**src/rtl/dmem_arb_pkg.sv**
```systemverilog
// Shared types and defaults for the data-memory port arbiter.
package dmem_arb_pkg;

  typedef enum logic [1:0] {
    GNT_NONE = 2'd0,
    GNT_CPU  = 2'd1,
    GNT_EXT  = 2'd2
  } grant_t;

  localparam int STREAK_W = 8;
  localparam int DEF_AW   = 32;
  localparam int DEF_DW   = 32;

endpackage

```
**src/rtl/dmem_port_arbiter.sv**
```systemverilog
// Two-way arbiter for the single-port data memory: CPU has priority, ext is forced in after a CPU streak.
// Grant and CPU read data are same-cycle; ext read data is registered (+1 cycle); losers stall or hold their request.
module dmem_port_arbiter
  import dmem_arb_pkg::*;
#(
  parameter int AW           = DEF_AW,
  parameter int DW           = DEF_DW,
  parameter int STARVE_LIMIT = 4
) (
  input  logic          clk,
  input  logic          rst,
  input  logic          cpu_req,
  input  logic          cpu_we,
  input  logic [AW-1:0] cpu_addr,
  input  logic [DW-1:0] cpu_wdata,
  output logic          cpu_gnt,
  output logic [DW-1:0] cpu_rdata,
  output logic          cpu_stall,
  input  logic          ext_req,
  input  logic          ext_we,
  input  logic [AW-1:0] ext_addr,
  input  logic [DW-1:0] ext_wdata,
  output logic          ext_gnt,
  output logic [DW-1:0] ext_rdata,
  output logic          ext_rvalid,
  output logic          mem_we,
  output logic [AW-1:0] mem_addr,
  output logic [DW-1:0] mem_wdata,
  input  logic [DW-1:0] mem_rdata,
  output logic [31:0]   stall_count
);

  localparam logic [STREAK_W-1:0] LIMIT = STREAK_W'(STARVE_LIMIT);

  grant_t              gnt_sel;
  logic [STREAK_W-1:0] streak;

  // Grants are suppressed while reset is held so nothing reaches memory.
  always_comb begin
    gnt_sel = GNT_NONE;
    if (rst) begin
      if (cpu_req && (!ext_req || (streak < LIMIT)))
        gnt_sel = GNT_CPU;
      else if (ext_req)
        gnt_sel = GNT_EXT;
    end
  end

  assign cpu_gnt = (gnt_sel == GNT_CPU);
  assign ext_gnt = (gnt_sel == GNT_EXT);

  always_comb begin
    mem_we    = 1'b0;
    mem_addr  = '0;
    mem_wdata = '0;
    case (gnt_sel)
      GNT_CPU: begin
        mem_we    = cpu_we;
        mem_addr  = cpu_addr;
        mem_wdata = cpu_wdata;
      end
      GNT_EXT: begin
        mem_we    = ext_we;
        mem_addr  = ext_addr;
        mem_wdata = ext_wdata;
      end
      default: ;
    endcase
  end

  assign cpu_rdata = cpu_gnt ? mem_rdata : '0;
  assign cpu_stall = rst & cpu_req & ~cpu_gnt;

  // Streak only measures CPU wins while ext is actually waiting.
  always_ff @(posedge clk or negedge rst) begin
    if (!rst)
      streak <= '0;
    else if (ext_gnt || !ext_req)
      streak <= '0;
    else if (cpu_gnt && (streak < LIMIT))
      streak <= streak + 8'd1;
  end

  always_ff @(posedge clk or negedge rst) begin
    if (!rst) begin
      ext_rdata  <= '0;
      ext_rvalid <= 1'b0;
    end else begin
      ext_rvalid <= ext_gnt & ~ext_we;
      if (ext_gnt && !ext_we)
        ext_rdata <= mem_rdata;
    end
  end

  always_ff @(posedge clk or negedge rst) begin
    if (!rst)
      stall_count <= '0;
    else if (cpu_stall && (stall_count != 32'hFFFF_FFFF))
      stall_count <= stall_count + 32'd1;
  end

endmodule
```
**config.mk**
```make
export PLATFORM = sky130hd
export DESIGN_NAME = dmem_port_arbiter
export DESIGN_NICKNAME = d
export VERILOG_FILES = /design/src/rtl/dmem_arb_pkg.sv /design/src/rtl/dmem_port_arbiter.sv
export SDC_FILE = /design/constraint.sdc
export NUM_CORES = 1
export LEC_CHECK = 0
export BUFFER_PORTS_ARGS = -buffer_cell sky130_fd_sc_hd__buf_4
export CAP_MARGIN = 20
export CORE_AREA = 8 8 121 123
export CTS_CLUSTER_DIAMETER = 100
export DETAILED_ROUTE_END_ITERATION = 12
export DIE_AREA = 0 0 129 131
export GPL_ROUTABILITY_DRIVEN = 0
export GPL_TIMING_DRIVEN = 0
export PLACE_DENSITY = 0.76
export SETUP_SLACK_MARGIN = 0.5
export SLEW_MARGIN = 20
export SYNTH_ARGS = -nofsm -noshare
export SYNTH_HDL_FRONTEND = slang
export SYNTH_SLANG_ARGS = --single-unit
```
**constraint.sdc**
```tcl
create_clock -name clk -period 3.15 [get_ports clk]
set_input_delay 0.4725 -clock clk [delete_from_list [all_inputs] [get_ports clk]]
set_output_delay 0.4725 -clock clk [all_outputs]
set_load 0.05 [all_outputs]
```
Word level (Yosys, flattened, before mapping)
Index checks and enable logic that the tools add are counted.
{ "word_totals": {"register_bits": 73, "latch_bits": 0, "ramBits": 0, "romBits": 0, "input_bits": 166, "out_inout_bits": 165, "n_memories": 0} }
{ "op_classes": {"addsub": 2, "n_mul": 0, "n_div": 0, "order_cmp": 1, "n_eq_ne": 3, "shift": 0, "muxes": 9, "bitwise_logic": 5, "n_reduce_logical": 9} }
{ "op_table": {"columns": ["op", "count"], "rows": [
  ["32-bit one-hot mux with 2 select lines", 2],
  ["32-bit by 1-bit adder with 32-bit output (second input constant)", 1],
  ["32-bit 2-to-1 mux", 1],
  ["32-bit != test (second input constant)", 1],
  ["8-bit 2-to-1 mux", 2],
  ["8-bit by 1-bit adder with 8-bit output (second input constant)", 1],
  ["8-bit by 3-bit less-than comparator with 1-bit output (second input constant)", 1],
  ["2-bit 2-to-1 mux", 3],
  ["1-bit logical AND", 4],
  ["1-bit bitwise AND", 3],
  ["2-bit by 1-bit == test with 1-bit output (second input constant)", 1],
  ["2-bit == test (second input constant)", 1],
  ["1-bit logical NOT", 2],
  ["1-bit logical OR", 2],
  ["1-bit inverter", 2],
  ["1-bit one-hot mux with 2 select lines", 1],
  ["2-bit nonzero test", 1]
]} }

Logic depth before layout (Yosys ltp)
{ "depth": {"ltp_word": 9, "mapped_depth": 13, "mapped_depth_nobuf": 9} }

Least setup slack after synthesis
Ideal clock, no wire load.
{ "synth_path": {"path_type": "reg2out", "from": "register streak[4]", "to": "output port mem_wdata[1]", "arrival_ps": 2997, "t_required_ps": 2677, "setup_slack_ps": -319, "path_stages_with_launch": 10, "path_buffers": 3, "cell_sequence": "dfrtp_1 > nor4_1 > a31oi_1 > clkbuf_1 > inv_1 > ha_1 > buf_2 > clkbuf_1 > a22oi_1 > nor2_1"} }
{ "synth_between": {"elab_chain_len": 7} }
{ "synth_rtl": {"columns": ["item", "line_no", "source"], "rows": [
  ["start, declared", "dmem_port_arbiter.sv:36", "logic [STREAK_W-1:0] streak;"],
  ["start signal, assigned", "dmem_port_arbiter.sv:81", "streak <= streak + 8'd1;"],
  ["8-bit by 3-bit less-than comparator with 1-bit output", "dmem_port_arbiter.sv:42", "if (cpu_req && (!ext_req || (streak < LIMIT)))"],
  ["1-bit logical OR", "dmem_port_arbiter.sv:42", null],
  ["1-bit logical AND", "dmem_port_arbiter.sv:42", null],
  ["2-bit 2-to-1 mux", "dmem_port_arbiter.sv:42", null],
  ["2-bit 2-to-1 mux", "dmem_port_arbiter.sv:41", "if (rst) begin"],
  ["2-bit by 1-bit == test with 1-bit output", null, null],
  ["via cpu_gnt", "dmem_port_arbiter.sv:16", "output logic cpu_gnt,"],
  ["32-bit one-hot mux with 2 select lines", "dmem_port_arbiter.sv:56", "case (gnt_sel)"],
  ["end, declared", "dmem_port_arbiter.sv:28", "output logic [DW-1:0] mem_wdata,"]
]} }
The timed path passes the listed nets, and every way through them passes these cells.

Final worst setup path
{ "layout_path": {"from": "register streak[4]", "to": "output port mem_wdata[16]"} }
{ "layout_between": {"elab_chain_len": 7} }
{ "layout_rtl": {"columns": ["item", "line_no"], "rows": [
  ["8-bit by 3-bit less-than comparator with 1-bit output (*)", "dmem_port_arbiter.sv:42"],
  ["1-bit logical OR (*)", "dmem_port_arbiter.sv:42"],
  ["1-bit logical AND (*)", "dmem_port_arbiter.sv:42"],
  ["2-bit 2-to-1 mux (*)", "dmem_port_arbiter.sv:42"],
  ["2-bit 2-to-1 mux (*)", "dmem_port_arbiter.sv:41"],
  ["2-bit == test or 2-bit by 1-bit == test with 1-bit output (tied branches)", "dmem_port_arbiter.sv:56"],
  ["32-bit one-hot mux with 2 select lines (*)", "dmem_port_arbiter.sv:56"]
]} }
Every way passes the cells marked *; elsewhere a longest branch is shown, timed or not.

==> key figures <==
Run status
  • Outcome: finished, final reports clean

Global routing
  • Grt ovf: 0
  • All-layer global routing usage: 25.3%
  • Initial antenna violation count: 0
  • First-pass GRT wire length: approximately 33000 microns
  • Vias in the first global route: roughly 5600
  • Largest net degree at the start of global routing: 38

Hold path
  • Worst hold path type: input pin to asynchronous set/reset pin

Power and ir drop
  • Seq pwr share: 29.1%
  • P per Cell Area: 424 mW/mm^2
  • Pint: 2470 uW
  • Switch share: approximately two fifths
  • Total net switching power: 1630 uW
  • Clock power frac: about 25%
  • Maximum vdd ir drop: 246 uV
  • Combinational power share: 45.7%
  • Pleak: between 0.004 and 0.005 uW

Synthesis
  • Post-Syn Instances: 457
  • Mux cell area share after synthesis: 9.36%
  • Synth unique cells: 39
  • Synthesized flop and latch total: 73
  • Post-Synth XOR/XNOR Area: roughly 6.3%
  • Area leader, netlist: dfrtp_1
  • Synthesized area: 0.00431 sq mm
  • Top-area cell type share of the netlist area: 42.4%
  • Compound-Gate Fraction of Synth Area: 14.0%
  • Avg Cell Area, Syn: around 9.4 sq um
  • Number of synthesized flops with an enable pin: 0
  • Simple-gate share of the synthesized area: between 20 and 25%
  • Largest family of logic cells by synthesized area: simple AND/OR/NAND/NOR gates
  • Synthesis Warnings: 0
  • Main synth FF type: dfrtp_1
  • Commonest cells post-synth: nor2_1 (82), dfrtp_1 (73), a22oi_1 (65)
  • Ys async rst share: 100%
  • Cell with the most instances after synthesis: nor2_1
  • Post-Syn Nets: approximately 630
  • Post-Synth Adder-Cell Area: 1.16%
  • Register area share after synthesis: 42.4%
  • Synth area leaders: dfrtp_1 (42%), a22oi_1 (11%), mux2_2 (8.4%)

STA
  • Max Transition Viols Final: 0
  • Tcrit/Tclk final: 92.3%
  • Least-Margin Pin Slew: roughly 0.9 ns
  • Worst slew margin relative to its limit: 39.8%
  • RSZ-0062 raised after global routing: true
  • Setup violators final: 0
  • Fmax: 344 MHz
  • Setup_tns: 0 ns
  • Crit path time final: ~2.9 ns
  • Worst Slack Setup Final: 0.242 ns
  • Clk_skew: 0.00443 ns
  • Final Hold Fails: 0
  • WHS: 0.0804 ns

Layout
  • Fillers: 793
  • Layout area overhead: 125%
  • FF+latch area: roughly 0.0018 sq mm
  • Layout cells sized above 1: 72.2%
  • ANT cells: 0
  • Final nets: 1000
  • Area of the multi-input gates: roughly 0.0032 sq mm

Critical path
  • Crit path launch type: register
  • Slowest stage cell, crit path: dfrtp_2
  • Reg2reg start: streak[6]
  • Crit-path cells: nor4_4 > a31oi_1 > buf_4 > inv_4 > ha_4 > buf_12 > clkbuf_8 > a22oi_1 > nor2_4 > buf_8
  • Arr. time, crit path: 2.44 ns
  • Worst setup path start: streak[4]
  • CP Capture Type: output port
  • Worst reg2reg path depth: 13
  • WS Path Type: register to output port
  • Capturing point of the worst reg2reg path: stall_count[29]
  • CP Max Fanout: 10
  • Reg2Reg Setup Slack: between 0.4 and 0.5 ns
  • Slowest cell delay on critical path: 0.43 ns
  • CP Capture Point: mem_wdata[16]
  • Worst EP required: about 2.7 ns

Floorplan
  • Die Wd: 129 microns
  • # rows: 42
  • # IOs: roughly 330
  • Die area: about 0.017 sq mm
  • Initial Utilization: 33.4%
  • Core ar.: 0.0129 sq mm
  • Die Height: 131 microns

CTS
  • Clk buf depth: 2
  • CTS Buf Count: 9
  • Clk sinks: 73
  • Worst-path clk slew: about 0.06 ns
  • H-tree depth: 3
  • Clock latency on the worst-skew pair: 0.33 ns
  • Root Buffer: clkbuf_16
  • CTS tree: built

Route
  • Max Used Layer: met4
  • Routed wl met3: 1870 microns
  • 1st-iter DRT viols: 258
  • WL met1: approximately 8500 microns
  • DR vias: 5277
  • Final ANT Viol Nets: 0
  • Wire per inst: 23.5 microns
  • Post-Route WL: 23700 microns
  • DRC: 0
  • First-pass iteration count of the detailed router: 5
  • Routed vias/inst: 5.22
  • Wire length on met2: 12500 microns

Run
  • Maxcap violations: 0

Placement
  • Buffers on Ports: 330
  • HPWL after DPL: 16700 microns
  • Worst slack after detailed placement: -0.699 ns
==> state kept, by name, indices dropped and copies added, names as in the netlist <==
register	cells
ext_rvalid	1
streak	8
stall_count	32
ext_rdata	32
==> worst min path at each step <==
stage                              from       endpoint
after floorplan                     rst   ext_rdata[0]
after global placement    ext_rdata[28]  ext_rdata[28]
after detailed placement  ext_rdata[22]  ext_rdata[22]
after CTS                           rst  ext_rdata[22]
after global routing                rst  ext_rdata[30]
final                               rst  ext_rdata[27]
==> critical path: cells and delay by family (launching register included) <==
kind / cells / cell delay [ns]
buffers and inverters: 5 / 0.69
and+or+nand+nor: 2 / 0.50
DFF: 1 / 0.43
AOI/OAI and AO/OA: 2 / 0.32
adders and majority gates: 1 / 0.16
==> metrics by stage <==
stage	instances	util [%]	cell area [sq um]	power [uW]
2_1_floorplan	457	-	4990	2210
3_3_place_gp	963	59.7	7680	2780
3_5_place_dp	963	59.7	7680	2820
4_1_cts	998	71.6	9220	4010
5_1_grt	1010	75.1	9670	4230
6_report	1010	75.1	9670	4100
==> placed cells by master (no fill, tap or decap), types with 3 or more instances in the layout <==
master     synthesis  final
buf_12             0      5
nand3_2            0      3
clkbuf_2           0      6
a31oi_1            3      3
dfrtp_2            0      3
o21ai_0            4      4
clkbuf_1          27      3
nand4_1           15     15
nor4_4             2      3
nand3_1           16     13
and4_1             3      3
nand2_1           20     19
xnor2_1           21     20
a22oi_1           65     19
clkbuf_16          0     21
nor2_1            82     17
xor2_1            10     10
nand2b_1           5      5
buf_4              0    252
a21oi_1            5      4
and3_1             5      5
a22oi_2            0     46
dfrtp_1           73     70
buf_8              0     99
mux2_2            32     32
and2_4             0     32
buf_6              1      9
clkbuf_8           0      6
inv_1              7      5
nor2_4             0     65
==> cells by family (layout without fill, tap and decap cells) <==
family,after synthesis,count (layout)
AO/OA/AOI/OAI,82,82
XOR/XNOR,31,31
adder cells (fa/ha/maj),4,4
buffers and inverters,39,416
flip-flops,73,73
multiplexers,36,36
AND/OR/NAND/NOR,192,192
==> routing by layer <==
layer  up-vias  GRT usage [%]
met3        51           7.31
met5         -              0
li1       2381              -
met1      2589           27.5
met4         0           10.4
met2       256           45.4
==> what timing repair did <==
action                                 in CTS  in global routing
resized for setup                         245                 88
endpoints found under the hold margin      18                  0
hold buffers                                1                  0
setup endpoints to repair                 161                141
setup buffers                               9                  8
cloned                                     10                  4
pin swaps                                  23                 55
==> power by group through the flow <==
stage          clock network, uW  registers [uW]  logic, uW
2_1_floorplan                  0            1660        546
3_3_place_gp                   0            1180       1600
3_5_place_dp                   0            1190       1620
4_1_cts                     1040            1180       1790
5_1_grt                     1090            1210       1930
6_report                    1030            1190       1870
==> final cells by class <==
class	instances	area share, %
repair buffers	362	37.4
multi-input cells	345	33.2
flip-flops and latches	73	18.9
plain buffers	32	4.77
clock buffers	13	2.69
well taps	176	2.28
clock inverters	2	0.388
inverters	7	0.323
Note: power is estimated with default switching activity, not from simulation.
